[src/rtl/uart_rx_ovs.sv]
// Oversampling UART receive front-end: 2-FF synchronizer, per-frame bit timer,
// 3-sample mid-bit majority vote, false-start rejection, framing error and
// line-break detection. Produces one-cycle byte / framing-error strobes.
module uart_rx_ovs #(
  parameter int WIDTH = 32
) (
  input  logic             clk,
  input  logic             resetn,
  input  logic             uart_rxd,
  input  logic             uart_rx_en,
  input  logic [WIDTH-1:0] cycles_per_bit,
  output logic             uart_rx_valid,
  output logic [7:0]       uart_rx_data,
  output logic             uart_rx_break,
  output logic             uart_rx_frame_err
);

  typedef enum logic [2:0] {
    S_IDLE,
    S_START,
    S_DATA,
    S_STOP,
    S_BREAK
  } state_t;

  state_t           state;
  state_t           next_state;

  logic             sync_ff;
  logic             rxs;
  logic             rxs_prev;

  logic [WIDTH-1:0] cnt;
  logic [WIDTH-1:0] period;
  logic [WIDTH-1:0] half;
  logic [WIDTH-1:0] cpb_clamped;
  logic [2:0]       bit_idx;
  logic             samp0;
  logic             samp1;
  logic [7:0]       shreg;

  logic             fall;
  logic             start_det;
  logic             period_end;
  logic             decide;
  logic             vote;
  logic             in_frame;

  logic             do_valid;
  logic             do_ferr;
  logic             do_brk_set;
  logic             do_brk_clr;

  assign fall        = rxs_prev & ~rxs;
  assign start_det   = (state == S_IDLE) & uart_rx_en & fall;
  assign cpb_clamped = (cycles_per_bit < WIDTH'(4)) ? WIDTH'(4) : cycles_per_bit;
  assign period_end  = (cnt == period - WIDTH'(1));
  assign decide      = (cnt == half + WIDTH'(1));
  assign vote        = (samp0 & samp1) | (samp0 & rxs) | (samp1 & rxs);
  assign in_frame    = (state == S_START) | (state == S_DATA) | (state == S_STOP);

  // Bring the asynchronous pin into the clock domain and keep its last value for edge detection
  always_ff @(posedge clk or negedge resetn) begin
    if (!resetn) begin
      sync_ff  <= 1'b1;
      rxs      <= 1'b1;
      rxs_prev <= 1'b1;
    end else begin
      sync_ff  <= uart_rxd;
      rxs      <= sync_ff;
      rxs_prev <= rxs;
    end
  end

  // State register
  always_ff @(posedge clk or negedge resetn) begin
    if (!resetn) begin
      state <= S_IDLE;
    end else begin
      state <= next_state;
    end
  end

  // Next-state logic; a false start wins over the end of the start-bit period
  always_comb begin
    next_state = state;
    if (!uart_rx_en) begin
      next_state = S_IDLE;
    end else begin
      case (state)
        S_IDLE: begin
          if (fall) next_state = S_START;
        end
        S_START: begin
          if (decide && vote)  next_state = S_IDLE;
          else if (period_end) next_state = S_DATA;
        end
        S_DATA: begin
          if (period_end && (bit_idx == 3'd7)) next_state = S_STOP;
        end
        S_STOP: begin
          if (decide) begin
            if (vote || (shreg != 8'd0)) next_state = S_IDLE;
            else                         next_state = S_BREAK;
          end
        end
        S_BREAK: begin
          if (rxs) next_state = S_IDLE;
        end
        default: next_state = S_IDLE;
      endcase
    end
  end

  // Output decode: stop-bit decision outcomes and break release
  always_comb begin
    do_valid   = 1'b0;
    do_ferr    = 1'b0;
    do_brk_set = 1'b0;
    do_brk_clr = 1'b0;
    if (uart_rx_en) begin
      if ((state == S_STOP) && decide) begin
        do_valid   = vote;
        do_ferr    = ~vote & (shreg != 8'd0);
        do_brk_set = ~vote & (shreg == 8'd0);
      end
      do_brk_clr = (state == S_BREAK) & rxs;
    end
  end

  // Registered outputs: strobes last one cycle, data only changes on a good byte
  always_ff @(posedge clk or negedge resetn) begin
    if (!resetn) begin
      uart_rx_valid     <= 1'b0;
      uart_rx_frame_err <= 1'b0;
      uart_rx_break     <= 1'b0;
      uart_rx_data      <= 8'd0;
    end else begin
      uart_rx_valid     <= do_valid;
      uart_rx_frame_err <= do_ferr;
      if (do_valid) uart_rx_data <= shreg;
      if (!uart_rx_en || do_brk_clr) uart_rx_break <= 1'b0;
      else if (do_brk_set)          uart_rx_break <= 1'b1;
    end
  end

  // Bit timer, mid-bit samples and data shift register; timing is frozen at start detection
  always_ff @(posedge clk or negedge resetn) begin
    if (!resetn) begin
      cnt     <= '0;
      period  <= '0;
      half    <= '0;
      bit_idx <= 3'd0;
      samp0   <= 1'b1;
      samp1   <= 1'b1;
      shreg   <= 8'd0;
    end else if (!uart_rx_en) begin
      cnt     <= '0;
      bit_idx <= 3'd0;
    end else if (start_det) begin
      period  <= cpb_clamped;
      half    <= cpb_clamped >> 1;
      cnt     <= '0;
      bit_idx <= 3'd0;
    end else if (in_frame) begin
      cnt <= period_end ? '0 : cnt + WIDTH'(1);
      if ((state == S_DATA) && period_end) bit_idx <= bit_idx + 3'd1;
      if (cnt == half - WIDTH'(1)) samp0 <= rxs;
      if (cnt == half)             samp1 <= rxs;
      if ((state == S_DATA) && decide) shreg <= {vote, shreg[7:1]};
    end else begin
      cnt <= '0;
    end
  end

endmodule
[config.mk]
export PLATFORM = sky130hd
export DESIGN_NAME = uart_rx_ovs
export DESIGN_NICKNAME = d
export VERILOG_FILES = /design/src/rtl/uart_rx_ovs.sv
export SDC_FILE = /design/constraint.sdc
export NUM_CORES = 1
export LEC_CHECK = 0
export BUFFER_PORTS_ARGS = -buffer_cell sky130_fd_sc_hd__buf_2
export CORE_MARGIN = 3
export CORE_UTILIZATION = 40
export CTS_CLUSTER_SIZE = 40
export DETAILED_ROUTE_END_ITERATION = 8
export HOLD_SLACK_MARGIN = 0.08
export SLEW_MARGIN = 20
export SYNTH_ARGS = -nofsm -noshare
export SYNTH_HDL_FRONTEND = slang
export SYNTH_SLANG_ARGS = --single-unit
[constraint.sdc]
create_clock -name clk -period 4.4 [get_ports clk]
set_clock_uncertainty 0.05 [all_clocks]
set_input_delay 0.88 -clock clk [delete_from_list [all_inputs] [get_ports clk]]
set_output_delay 0.88 -clock clk [all_outputs]
set_load 0.03 [all_outputs]
==> metrics.md <==
| Metric | Value |
|---|---|
| Min Hold Slack | `0.308 ns` |
| Crit path launch | `period[2]` |
| Reg2reg path depth | `12` |
| Dpl ws | `0.457 ns` |
| Sequential-to-total area share from yosys stat | `32.0%` |
| Num CTS Buffers | `9` |
| Synth Net Count | `925` |
| Fin. max-slew vios | `0` |
| Hpwl dp | `17,200 um` |
| Critical path class | `flop to flop` |
| Worst Hold Class | `flop to flop` |
| Startpoint Class | `flop` |
| CP Buf/Inv Count | `2` |
| Sw Ratio | `37.5%` |
| Largest net degree at the start of global routing | `38` |
| Final non-filler cell total | `1,126` |
| Unrepaired setup endpoints after global routing | `false` |
| Arrival @ worst endpoint | `4.14 ns` |
| DRT Wirelength | `22,200 um` |
| DIE AREA | `20,100 um2` |
| Layout net count | `934` |
| Static leakage | `3.35 nW` |
| Final Instance Area | `8060 um2` |
| Fraction of registers with async set/reset | `100%` |
| Setup TNS | `0 ns` |
| Placed cell area | `7720 um2` |
| Clk sinks | `94` |
| R2r endpoint | `cnt[27]` |
| All-Layer GR Usage | `22.3%` |
| CTS clk-pin slew, worst paths | `0.07 ns` |
| Int Power | `1.78 mW` |
| CTS tree | `yes` |
| Max stage delay cell, worst path | `or4_1` |
| FMAX | `0.252 GHz` |
| Flop2flop setup slack | `0.43 ns` |
| Final Total Pwr | `2.85 mW` |
| Top FF cell, synth | `dfrtp_1` |
| Post-CTS Setup Inserts | `0` |
| Worst skew pair latency | `0.35 ns` |
| Logic gate share of total power | `28.7%` |
| Area of the core | `18,000 um2` |
| Synth Instances | `883` |
| DR vias | `6,631` |
| Final min period | `3.97 ns` |
| I/O pins | `47` |
| Synth unique cells | `75` |
| Placer Congestion | `0.963` |
| CP Capture Type | `flop` |
| Row count | `49` |
| CTS Root Cell | `clkbuf_16` |
| CP Cell Sequence | `inv_1 -> ha_1 -> nor3b_1 -> nand4_1 -> or4_1 -> nor2_1 -> o21a_1 -> nand4_1 -> nor3_2 -> or2_1 -> buf_4 -> nor2_1` |
| Status | `completed` |
| Worst r2r src | `period[2]` |
| Via density | `5.89` |
| Vias in the first global route | `6,251` |
| DRC | `0` |
| Wire per inst | `19.7 um` |
| Max cap viols | `0` |
| DIE HEIGHT | `142 um` |
| Layout cells sized above 1 | `14.2%` |
| Worst IR Drop VDD | `0.254 mV` |
| Fin worst setup slack | `0.429 ns` |
| CTS Hold Buffers Added | `0` |
| CTS Buffer Depth | `2` |
| EDFF count, synth | `0` |
| Initial antenna violation count | `0` |
| Least-Margin Pin Slew | `0.664 ns` |
| Antenna Nets Post-Route | `0` |
| Final setup violation count | `0` |
| First-pass GRT wire length | `35,300 um` |
| Fin. Hold Viols | `0` |
| Placed cells | `1,110` |
| P&R area growth vs syn | `9.36%` |
| Power share of the clock group | `31.5%` |
| WP data required | `4.57 ns` |
| GR Overflow Total | `0` |
| Port bufs | `46` |
| Power per cell area | `354 nW/um2` |
| Delay-heaviest family, CP | `simple AND/OR/NAND/NOR gates` |
| Crit Path Max Fanout | `23` |
| Iteration count of the initial detailed-routing pass | `5` |
| # fillers | `1,811` |
| Final core utilization | `44.7%` |
| Post-Syn Area | `7370 um2` |
| Register bit count reported by yosys | `94` |
| Relative slew slack | `55.6%` |
| Initial DRC count | `503` |
| Period utilization | `90.2%` |
| Die W | `142 um` |
| Max incr delay on CP | `0.60 ns` |
| # diodes | `0` |
| CP Capture Point | `cnt[27]` |
| Post-cts sizing count | `0` |
| Crit path depth | `12` |
| P_sw | `1.07 mW` |
| Initial core utilization | `40.9%` |
| Synth warnings | `0` |
| Seq pwr share | `39.8%` |
| Average cell area after synthesis | `8.34 um2` |
| H-tree levels | `3` |
==> registers in the layout (all words and copies together), names as in the netlist <==
name and flops:
samp1 1, uart_rx_valid 1, period 32, rxs 1, uart_rx_frame_err 1, rxs_prev 1
bit_idx 3, sync_ff 1, cnt 32, state 3, shreg 8, uart_rx_break 1
uart_rx_data 8, samp0 1
==> per-layer routing <==
layer  vias up  global-route usage [%]  part of all wire (%)
li1       3103                       -                     -
met1      3207                    32.1                    45
met2       271                    33.1                    44
met3        50                    4.08                   7.5
met4         0                    9.04                   3.9
met5         -                       0                     0
==> cells in the mapped netlist, types with 3 or more instances <==
library cell | number | area (um2)
nor4_4 | 4 | 85.1
nor3_1 | 23 | 115
nand4_1 | 24 | 150
a21oi_1 | 17 | 85.1
and4_1 | 9 | 78.8
a211oi_1 | 12 | 90.1
nor2_1 | 100 | 375
xnor2_1 | 67 | 587
mux2_1 | 9 | 101
buf_4 | 9 | 67.6
or4_1 | 7 | 52.6
nand4_2 | 5 | 62.6
nand3_2 | 3 | 30.0
xor2_1 | 70 | 613
inv_1 | 15 | 56.3
nor4_1 | 19 | 119
a41oi_1 | 3 | 26.3
nand2b_1 | 4 | 25.0
nor2b_1 | 9 | 56.3
o211ai_1 | 4 | 30.0
nand2_1 | 127 | 477
nand3_1 | 38 | 190
o21ai_0 | 20 | 100
o2111a_1 | 3 | 33.8
o2111ai_1 | 3 | 26.3
mux2i_1 | 7 | 70.1
ha_1 | 6 | 75.1
a31oi_1 | 7 | 43.8
buf_1 | 5 | 18.8
nor4b_1 | 6 | 52.6
dfrtp_1 | 89 | 2230
and3_1 | 11 | 68.8
nor3b_1 | 7 | 52.6
o22ai_1 | 7 | 43.8
or3_1 | 9 | 56.3
nand4b_1 | 7 | 61.3
nor4_2 | 4 | 50.1
mux2_2 | 11 | 124
dfstp_2 | 5 | 131
buf_2 | 15 | 75.1
a311oi_1 | 3 | 26.3
clkbuf_1 | 38 | 143
==> power groups by stage <==
| stage | registers, mW | clock network [mW] | logic, mW |
|---|---|---|---|
| global route | 1.15 | 0.950 | 0.898 |
| finish | 1.13 | 0.899 | 0.819 |
| CTS | 1.13 | 0.914 | 0.805 |
| global placement | 1.14 | 0 | 0.806 |
| floorplan | 0.974 | 0 | 0.731 |
| detailed placement | 1.14 | 0 | 0.799 |
==> logic make-up (layout without fill, tap and decap cells) <==
family,count (synthesis),after routing,share of synthesized area [%]
buffers and inverters,85,99,5.25
muxes,27,27,4.01
DFF,94,94,32.0
xor gates and xnor gates,137,137,16.3
adders and majority gates,7,7,1.15
and+or+nand+nor,432,432,31.5
AOI/OAI and AO/OA,101,101,9.82
==> how the worst min path moves through the flow <==
stage | from | to | slack, ns | cells past startpoint
5_1_grt | sync_ff | rxs | 0.31 | 0
3_3_place_gp | sync_ff | rxs | 0.30 | 0
2_1_floorplan | sync_ff | rxs | 0.30 | 0
3_5_place_dp | sync_ff | rxs | 0.30 | 0
6_report | sync_ff | rxs | 0.31 | 0
4_1_cts | sync_ff | rxs | 0.31 | 0
==> cell type report <==
class | instances | area (um2) | share of cell area (%)
multi-input cells | 704 | 4620 | 57.4
well taps | 229 | 287 | 3.56
clock buffers | 11 | 253 | 3.14
clock inverters | 5 | 86.3 | 1.07
flip-flops and latches | 94 | 2360 | 29.3
inverters | 16 | 60.1 | 0.745
repair buffers | 67 | 390 | 4.84
==> layout by cell type, fill, tap and decap left out, types with 22 or more instances in the layout <==
| master | instances |
|---|---|
| nand2_1 | 127 |
| dfrtp_1 | 89 |
| nand3_1 | 38 |
| nand4_1 | 24 |
| buf_4 | 22 |
| nor3_1 | 23 |
| nor2_1 | 100 |
| xnor2_1 | 67 |
| xor2_1 | 70 |
| buf_2 | 45 |
Note: power is estimated with default switching activity, not from simulation.
